$ cat src/rtl/seg_hex_scan.sv
// Multiplexed common-anode hex display driver with a tear-free shadow/display buffer.
// Optional leading-zero blanking is enabled by defining SEG_HEX_SCAN_BLANK_LZ_EN.

module seg_hex_scan_lane (
  input  logic [3:0] nib,
  input  logic       blank,
  output logic [6:0] seg
);
  always_comb begin
    seg = 7'h00;
    case (nib)
      4'h0: seg = 7'h3F;
      4'h1: seg = 7'h06;
      4'h2: seg = 7'h5B;
      4'h3: seg = 7'h4F;
      4'h4: seg = 7'h66;
      4'h5: seg = 7'h6D;
      4'h6: seg = 7'h7D;
      4'h7: seg = 7'h07;
      4'h8: seg = 7'h7F;
      4'h9: seg = 7'h6F;
      4'hA: seg = 7'h77;
      4'hB: seg = 7'h7C;
      4'hC: seg = 7'h39;
      4'hD: seg = 7'h5E;
      4'hE: seg = 7'h79;
      4'hF: seg = 7'h71;
      default: seg = 7'h00;
    endcase
    if (blank) seg = 7'h00;
  end
endmodule

module seg_hex_scan #(
  parameter int DIGITS      = 2,
  parameter int REFRESH_DIV = 50000,
  parameter int BLANK_CYC   = 2
) (
  input  logic                clk,
  input  logic                rst,
  input  logic [4*DIGITS-1:0] in_data,
  input  logic [DIGITS-1:0]   dp_in,
  input  logic                load,
  output logic [6:0]          seg_n,
  output logic                dp_n,
  output logic [DIGITS-1:0]   an_n,
  output logic                pending
);
  localparam int W  = 4 * DIGITS;
  localparam int CW = (REFRESH_DIV > 1) ? $clog2(REFRESH_DIV) : 1;
  localparam int IW = (DIGITS > 1) ? $clog2(DIGITS) : 1;

  logic [CW-1:0]     cnt_q, cnt_d;
  logic [IW-1:0]     idx_q, idx_d;
  logic [W-1:0]      sh_data_q, sh_data_d, disp_data_q, disp_data_d;
  logic [DIGITS-1:0] sh_dp_q, sh_dp_d, disp_dp_q, disp_dp_d;
  logic              pending_q, pending_d;
  logic [DIGITS-1:0] an_n_q, an_n_d;
  logic [6:0]        seg_n_q, seg_n_d;
  logic              dp_n_q, dp_n_d;

  logic                  slot_end, frame_end, blank;
  logic [DIGITS-1:0]     lz_blank;
  logic [DIGITS-1:0][6:0] lane_seg;

`ifdef SEG_HEX_SCAN_BLANK_LZ_EN
  // hi_zero[g]: nibble g and every nibble above it are zero
  logic [DIGITS:0] hi_zero;
  assign hi_zero[DIGITS] = 1'b1;
`endif

  for (genvar g = 0; g < DIGITS; g++) begin : g_lane
`ifdef SEG_HEX_SCAN_BLANK_LZ_EN
    assign hi_zero[g] = hi_zero[g+1] && (disp_data_q[4*g +: 4] == 4'h0);
    if (g == 0) begin : g_d0
      assign lz_blank[g] = 1'b0;
    end else begin : g_dn
      assign lz_blank[g] = hi_zero[g];
    end
`else
    assign lz_blank[g] = 1'b0;
`endif
    seg_hex_scan_lane u_lane (
      .nib   (disp_data_q[4*g +: 4]),
      .blank (lz_blank[g]),
      .seg   (lane_seg[g])
    );
  end

  assign slot_end  = (cnt_q == CW'(REFRESH_DIV - 1));
  assign frame_end = slot_end && (idx_q == IW'(DIGITS - 1));
  assign blank     = int'(cnt_q) < BLANK_CYC;

  always_comb begin
    cnt_d       = slot_end ? '0 : cnt_q + 1'b1;
    idx_d       = idx_q;
    sh_data_d   = sh_data_q;
    sh_dp_d     = sh_dp_q;
    disp_data_d = disp_data_q;
    disp_dp_d   = disp_dp_q;
    pending_d   = pending_q;

    if (slot_end) idx_d = (idx_q == IW'(DIGITS - 1)) ? '0 : idx_q + 1'b1;

    if (load) begin
      sh_data_d = in_data;
      sh_dp_d   = dp_in;
      pending_d = 1'b1;
    end

    // A load landing on the boundary goes straight to the display
    if (frame_end && (pending_q || load)) begin
      disp_data_d = load ? in_data : sh_data_q;
      disp_dp_d   = load ? dp_in   : sh_dp_q;
      pending_d   = 1'b0;
    end
  end

  always_comb begin
    an_n_d  = '1;
    seg_n_d = 7'h7F;
    dp_n_d  = 1'b1;
    if (!blank) begin
      for (int i = 0; i < DIGITS; i++) an_n_d[i] = !(idx_q == IW'(i));
      seg_n_d = ~lane_seg[idx_q];
      dp_n_d  = ~disp_dp_q[idx_q];
    end
  end

  always_ff @(posedge clk or posedge rst) begin
    if (rst) begin
      cnt_q       <= '0;
      idx_q       <= '0;
      sh_data_q   <= '0;
      sh_dp_q     <= '0;
      disp_data_q <= '0;
      disp_dp_q   <= '0;
      pending_q   <= 1'b0;
      an_n_q      <= '1;
      seg_n_q     <= 7'h7F;
      dp_n_q      <= 1'b1;
    end else begin
      cnt_q       <= cnt_d;
      idx_q       <= idx_d;
      sh_data_q   <= sh_data_d;
      sh_dp_q     <= sh_dp_d;
      disp_data_q <= disp_data_d;
      disp_dp_q   <= disp_dp_d;
      pending_q   <= pending_d;
      an_n_q      <= an_n_d;
      seg_n_q     <= seg_n_d;
      dp_n_q      <= dp_n_d;
    end
  end

  assign an_n    = an_n_q;
  assign seg_n   = seg_n_q;
  assign dp_n    = dp_n_q;
  assign pending = pending_q;
endmodule

$ cat config.mk
export PLATFORM = sky130hd
export DESIGN_NAME = seg_hex_scan
export DESIGN_NICKNAME = d
export VERILOG_FILES = /design/src/rtl/seg_hex_scan.sv
export SDC_FILE = /design/constraint.sdc
export NUM_CORES = 1
export LEC_CHECK = 0
export BUFFER_PORTS_ARGS = -buffer_cell sky130_fd_sc_hd__buf_2
export CAP_MARGIN = 20
export CORE_MARGIN = 4
export CORE_UTILIZATION = 50
export DETAILED_ROUTE_END_ITERATION = 12
export PLACE_DENSITY = 0.69
export SYNTH_ARGS = -nofsm -noshare
export SYNTH_HDL_FRONTEND = slang
export SYNTH_HIERARCHICAL = 1
export SYNTH_SLANG_ARGS = --single-unit
$ cat constraint.sdc
create_clock -name clk -period 2.15 [get_ports clk]
set_input_delay 0.3225 -clock clk [delete_from_list [all_inputs] [get_ports clk]]
set_output_delay 0.3225 -clock clk [all_outputs]
set_load 0.005 [all_outputs]
; ---- After elaboration in Yosys (flattened, before gate mapping)
; Memory sizes are Yosys's and may differ from the RTL's.
; Cells that the tools add are included.
[classes]
add_sub_neg = 2
order_cmp = 2
eq_ne = 1
n_mux = 13
bitwise_logic = 2
reduce_logical = 5
[ops]
columns = cell, count
row1 = 2-to-1 mux 7 bit, 3
row2 = adder 16 x 1 -> 16 bit (second input constant), 1
row3 = equality test 16 bit (second input constant), 1
row4 = less-than comparator 16 x 2 -> 1 bit (second input constant), 1
row5 = 2-to-1 mux 16 bit, 1
row6 = 2-to-1 mux 8 bit, 1
row7 = NOT 7 bit, 1
row8 = 2-to-1 mux 1 bit, 6
row9 = 2-to-1 mux 2 bit, 2
row10 = logical AND 1 bit, 2
row11 = less-than comparator 1 x 2 -> 1 bit (second input constant), 1
row12 = nonzero test 2 bit, 1
row13 = adder 1 bit (second input constant), 1
row14 = logical NOT 1 bit, 1
row15 = logical OR 1 bit, 1
row16 = NOT 1 bit, 1
[word_totals]
ff_bits = 48
romBits = 224
inputBits = 13
output_inout_bits = 11
wordCells = 37
n_memories = 2
[mem_list]
columns = name, words, width, rd, rd_ports_with_merged_regs, wr, line_no
row1 = (no name shown), 16, 7, 1, 0, 0, 11  ; case (nib)
row2 = (no name shown), 16, 7, 1, 0, 0, 11

; ---- Depth between registers and ports, before layout
; An unclocked memory read counts as a cell.
[logic_depth]
word_depth = 5
mapped_depth = 6
depth_no_buf = 6

; ---- Hierarchy
; The synthesis kept the hierarchy.
[modules_own_cells]
columns = mod, n_inst, cells_each, area_each_um2, seq_area_each_um2
row1 = seg_hex_scan, 1, 149, 1966.9, 1213.7
row2 = seg_hex_scan_lane (g_lane[0].u_lane), 1, 36, 274.0, 0.0
row3 = seg_hex_scan_lane (g_lane[1].u_lane), 1, 33, 269.0, 0.0

; ---- Worst setup path before layout
; Ideal clock, no wire load.
[synth_timing]
path_kind = register to register
from = register cnt_q[0]
to = register disp_data_q[0]
setup_ns = 0.125
t_arrival_ns = 1.598
t_required_ns = 2.025
slack_ns = 0.427
stages_incl_launch_ff = 7
n_path_buf = 1
path_cell_list = dfrtp_1 ha_1 and4_1 and4_4 and3b_1 buf_6 mux2_2
[synth_between]
elab_chain_cells = 3
[synth_lines]
columns = item, line_no
row1 = "start, declared", 53  ; logic [CW-1:0] cnt_q, cnt_d;
row2 = "start signal, assigned", 143  ; cnt_q <= cnt_d;
row3 = equality test 16 bit, 90  ; assign slot_end = (cnt_q == CW'(REFRESH_DIV - 1));
row4 = logical AND 1 bit, 91  ; assign frame_end = slot_end && (idx_q == IW'(DIGITS - 1));
row5 = logical AND 1 bit, 112  ; if (frame_end && (pending_q || load)) begin
row6 = "end signal, assigned", 147  ; disp_data_q <= disp_data_d;
row7 = "end, declared", 55  ; logic [W-1:0] sh_data_q, sh_data_d, disp_data_q, disp_data_d;
; Every way passes these cells.
; A chain may end at the register's enable or synchronous reset.

; ---- Worst setup path in the final report
[layout_timing]
from = register cnt_q[12]
to = register disp_data_q[4]
; Same word-level chain as after synthesis.

==> out/results.ini <==
[critical_path]
rr_startpoint=cnt_q[12]
cp_max_fo=10
rr_endpoint=disp_data_q[4]
criticalPathCategory=flop to flop
arrival_ns=2.07
crit_required_ns=2.34
reg2reg_depth=5
startpoint_type=flop
r2r_slack_ns=0.27
end_kind=flop

[timing]
maxSlewViolCount=0
fmax_ghz=0.531
setup_viol=0
period_needed_ns=1.88
tightestPinTransition_ns=0.655
rsz0062_at_grt=false
fin_crit_sh=0.875
max_slew_margin=0.562
timing.final.hold_violations=0
finalSetupTns_ns=0
hold_slack_ns=0.0989
clock_skew_ns=0.0120

[die]
rows=25
core_um2=4790
die_y_um=78.9
die-area_um2=6220
num_io_pins=24
die_x_um=78.9
start_util=0.524

[drt]
drt_iter0_markers=81
routedWlPerCell_um=13.3
antenna_left=0
vias=1671
drt_wl_total_mm=4.30
viasPerCell=5.16
dr.pass1.iters=4
drc=0

[yosys]
netlist_instances=218
syn-cell-area_um2=2510
yosysSeqAreaShare=0.484
yosysMostFrequentCell=dfrtp_1
synth.top_cell.area_share=0.379
yosys-top-cells-count=dfrtp_1, nor2_1, mux2_2, ha_1, inv_1
synth_top_cell_by_area=dfrtp_1
ys.warnings.count=6
syn_avg_cell_area_um2=11.5
synthDistinctLibCells=42
synth_edf_count=0
async_flop_share=1.00
synth_area_leaders=dfrtp_1, dfstp_2, mux2_2
synth_ff_type=dfrtp_1
synth_seq_cells=48

[placed_design]
dpl.hpwl_mm=3.17
placed_area_um2=2730
place_inst=316
gp_congestion=0.805
io_buffers=23

[flow_run]
cap_violations=0

[pwr]
irDropWorstVdd_v=0.000489
total_power_uw=1590
p_leak_uw=0.00127
power_density_nw_per_um2=562

[clock_network]
cts_inserted_buffers=5
ctsHtreeMaxLevel=2
cts_tree=done
post-cts-setup-buffer-count=0
cts.sink_count=48
clk_pin_slew_ns=0.10
clk_latency_ns=0.31
ctsResizeCount=0
cts_root_buf=clkbuf_8
holdBufCountCts=0
clockBufferDepth=2

[layout]
final_cells=324
final_nets=282
drive_gt1_frac=0.288
stdcell_area_um2=2830
insertedDiodeCount=0
areaGrowthSynthToFinish_pct=12.6

[worst_hold_path]
hold_path.class=input port to asynchronous set/reset pin

[global_route]
grt_pass1_wl_mm=7.45
grt_remaining_overflow=0
grt_pass1_vias=1601
grt_util_all_layers=0.154
grt_max_degree=33
antenna_found_initial=0

[status]
status=completed

==> worst max-delay path, cell delays in order, from the launching register on <==
cell and delay [ns]:
dfrtp_1 0.43, nor3_1 0.38, and4_4 0.29, and3b_1 0.15, buf_4 0.18, mux2_2 0.35
==> layout make-up <==
cell class,count,area (µm²)
clock buffer,5,68.8
clock inverter,3,26.3
fill,409,1960
inverter,12,45.0
multi-input combinational,161,1230
sequential,48,1210
tap,67,83.8
timing repair buffer,28,153
==> worst max path at each step <==
stage | from | endpoint | slack (ns) | cells after the start
final | cnt_q[12] | disp_data_q[4] | 0.27 | 5
after global routing | cnt_q[12] | disp_data_q[4] | 0.16 | 5
after CTS | cnt_q[12] | disp_data_q[4] | 0.26 | 5
after detailed placement | cnt_q[12] | disp_data_q[4] | 0.27 | 5
after global placement | cnt_q[0] | disp_data_q[3] | 0.35 | 6
after floorplan | cnt_q[0] | disp_data_q[0] | 0.43 | 6
==> per-stage QoR <==
stage                      util  setup slack (ns)
after floorplan               -             0.427
after global placement    0.570             0.346
after detailed placement  0.570             0.271
after CTS                 0.590             0.260
after global routing      0.590             0.159
final                     0.590             0.268
==> state kept, by name (all words and copies together) (netlist names) <==
name	cells
disp_dp_q	2
an_n	2
sh_dp_q	2
disp_data_q	8
cnt_q	16
pending	1
sh_data_q	8
dp_n	1
idx_q	1
seg_n	7
==> cell families (layout without fill, tap and decap cells) <==
| kind of cell | Yosys count | in the layout | synth area share |
|---|---|---|---|
| buf+inv | 22 | 48 | 0.0439 |
| mux | 27 | 27 | 0.130 |
| simple gates | 66 | 66 | 0.146 |
| compound gates | 27 | 27 | 0.0818 |
| other cells | 1 | 14 | 0.00149 |
| flops | 48 | 48 | 0.484 |
| fa+ha+maj | 13 | 13 | 0.0648 |
| xor+xnor | 14 | 14 | 0.0489 |
==> routing by layer <==
| metal | part of all wire | global-route usage |
|---|---|---|
| met3 | 0.036 | 0.0340 |
| met1 | 0.51 | 0.216 |
| met2 | 0.44 | 0.238 |
| met5 | 0 | 0 |
| met4 | 0.012 | 0.0515 |
==> power breakdown <==
group / switching, µW / leakage [µW] / internal (µW)
registers: 5.34 / 0.000594 / 931
logic: 43.9 / 0.000626 / 39.0
clock network: 329 / 0.0000491 / 240
total: 378 / 0.00127 / 1210
==> layout by cell type, fill, tap and decap left out, drive strengths merged <==
cell / netlist / routed
and3b: 1 / 1
dfstp: 10 / 10
xor2: 6 / 6
a311oi: 1 / 1
o32ai: 1 / 1
inv: 12 / 14
a31o: 2 / 2
nand4: 8 / 8
nand2: 7 / 7
ha: 13 / 13
conb: 1 / 14
clkinv: 0 / 1
nor2: 22 / 22
buf: 6 / 28
nor3: 6 / 6
nand3b: 1 / 1
dfrtp: 38 / 38
mux4: 2 / 2
and2b: 3 / 3
a22oi: 8 / 8
a211oi: 6 / 6
clkbuf: 4 / 5
xnor2: 8 / 8
o21ai: 3 / 3
a221oi: 3 / 3
a21oi: 3 / 3
and4: 5 / 5
nor2b: 2 / 2
nor4: 4 / 4
and3: 3 / 3
mux2: 21 / 21
and2: 1 / 1
nand3: 3 / 3
mux2i: 4 / 4
No activity file was read; power rests on OpenSTA's default activity.
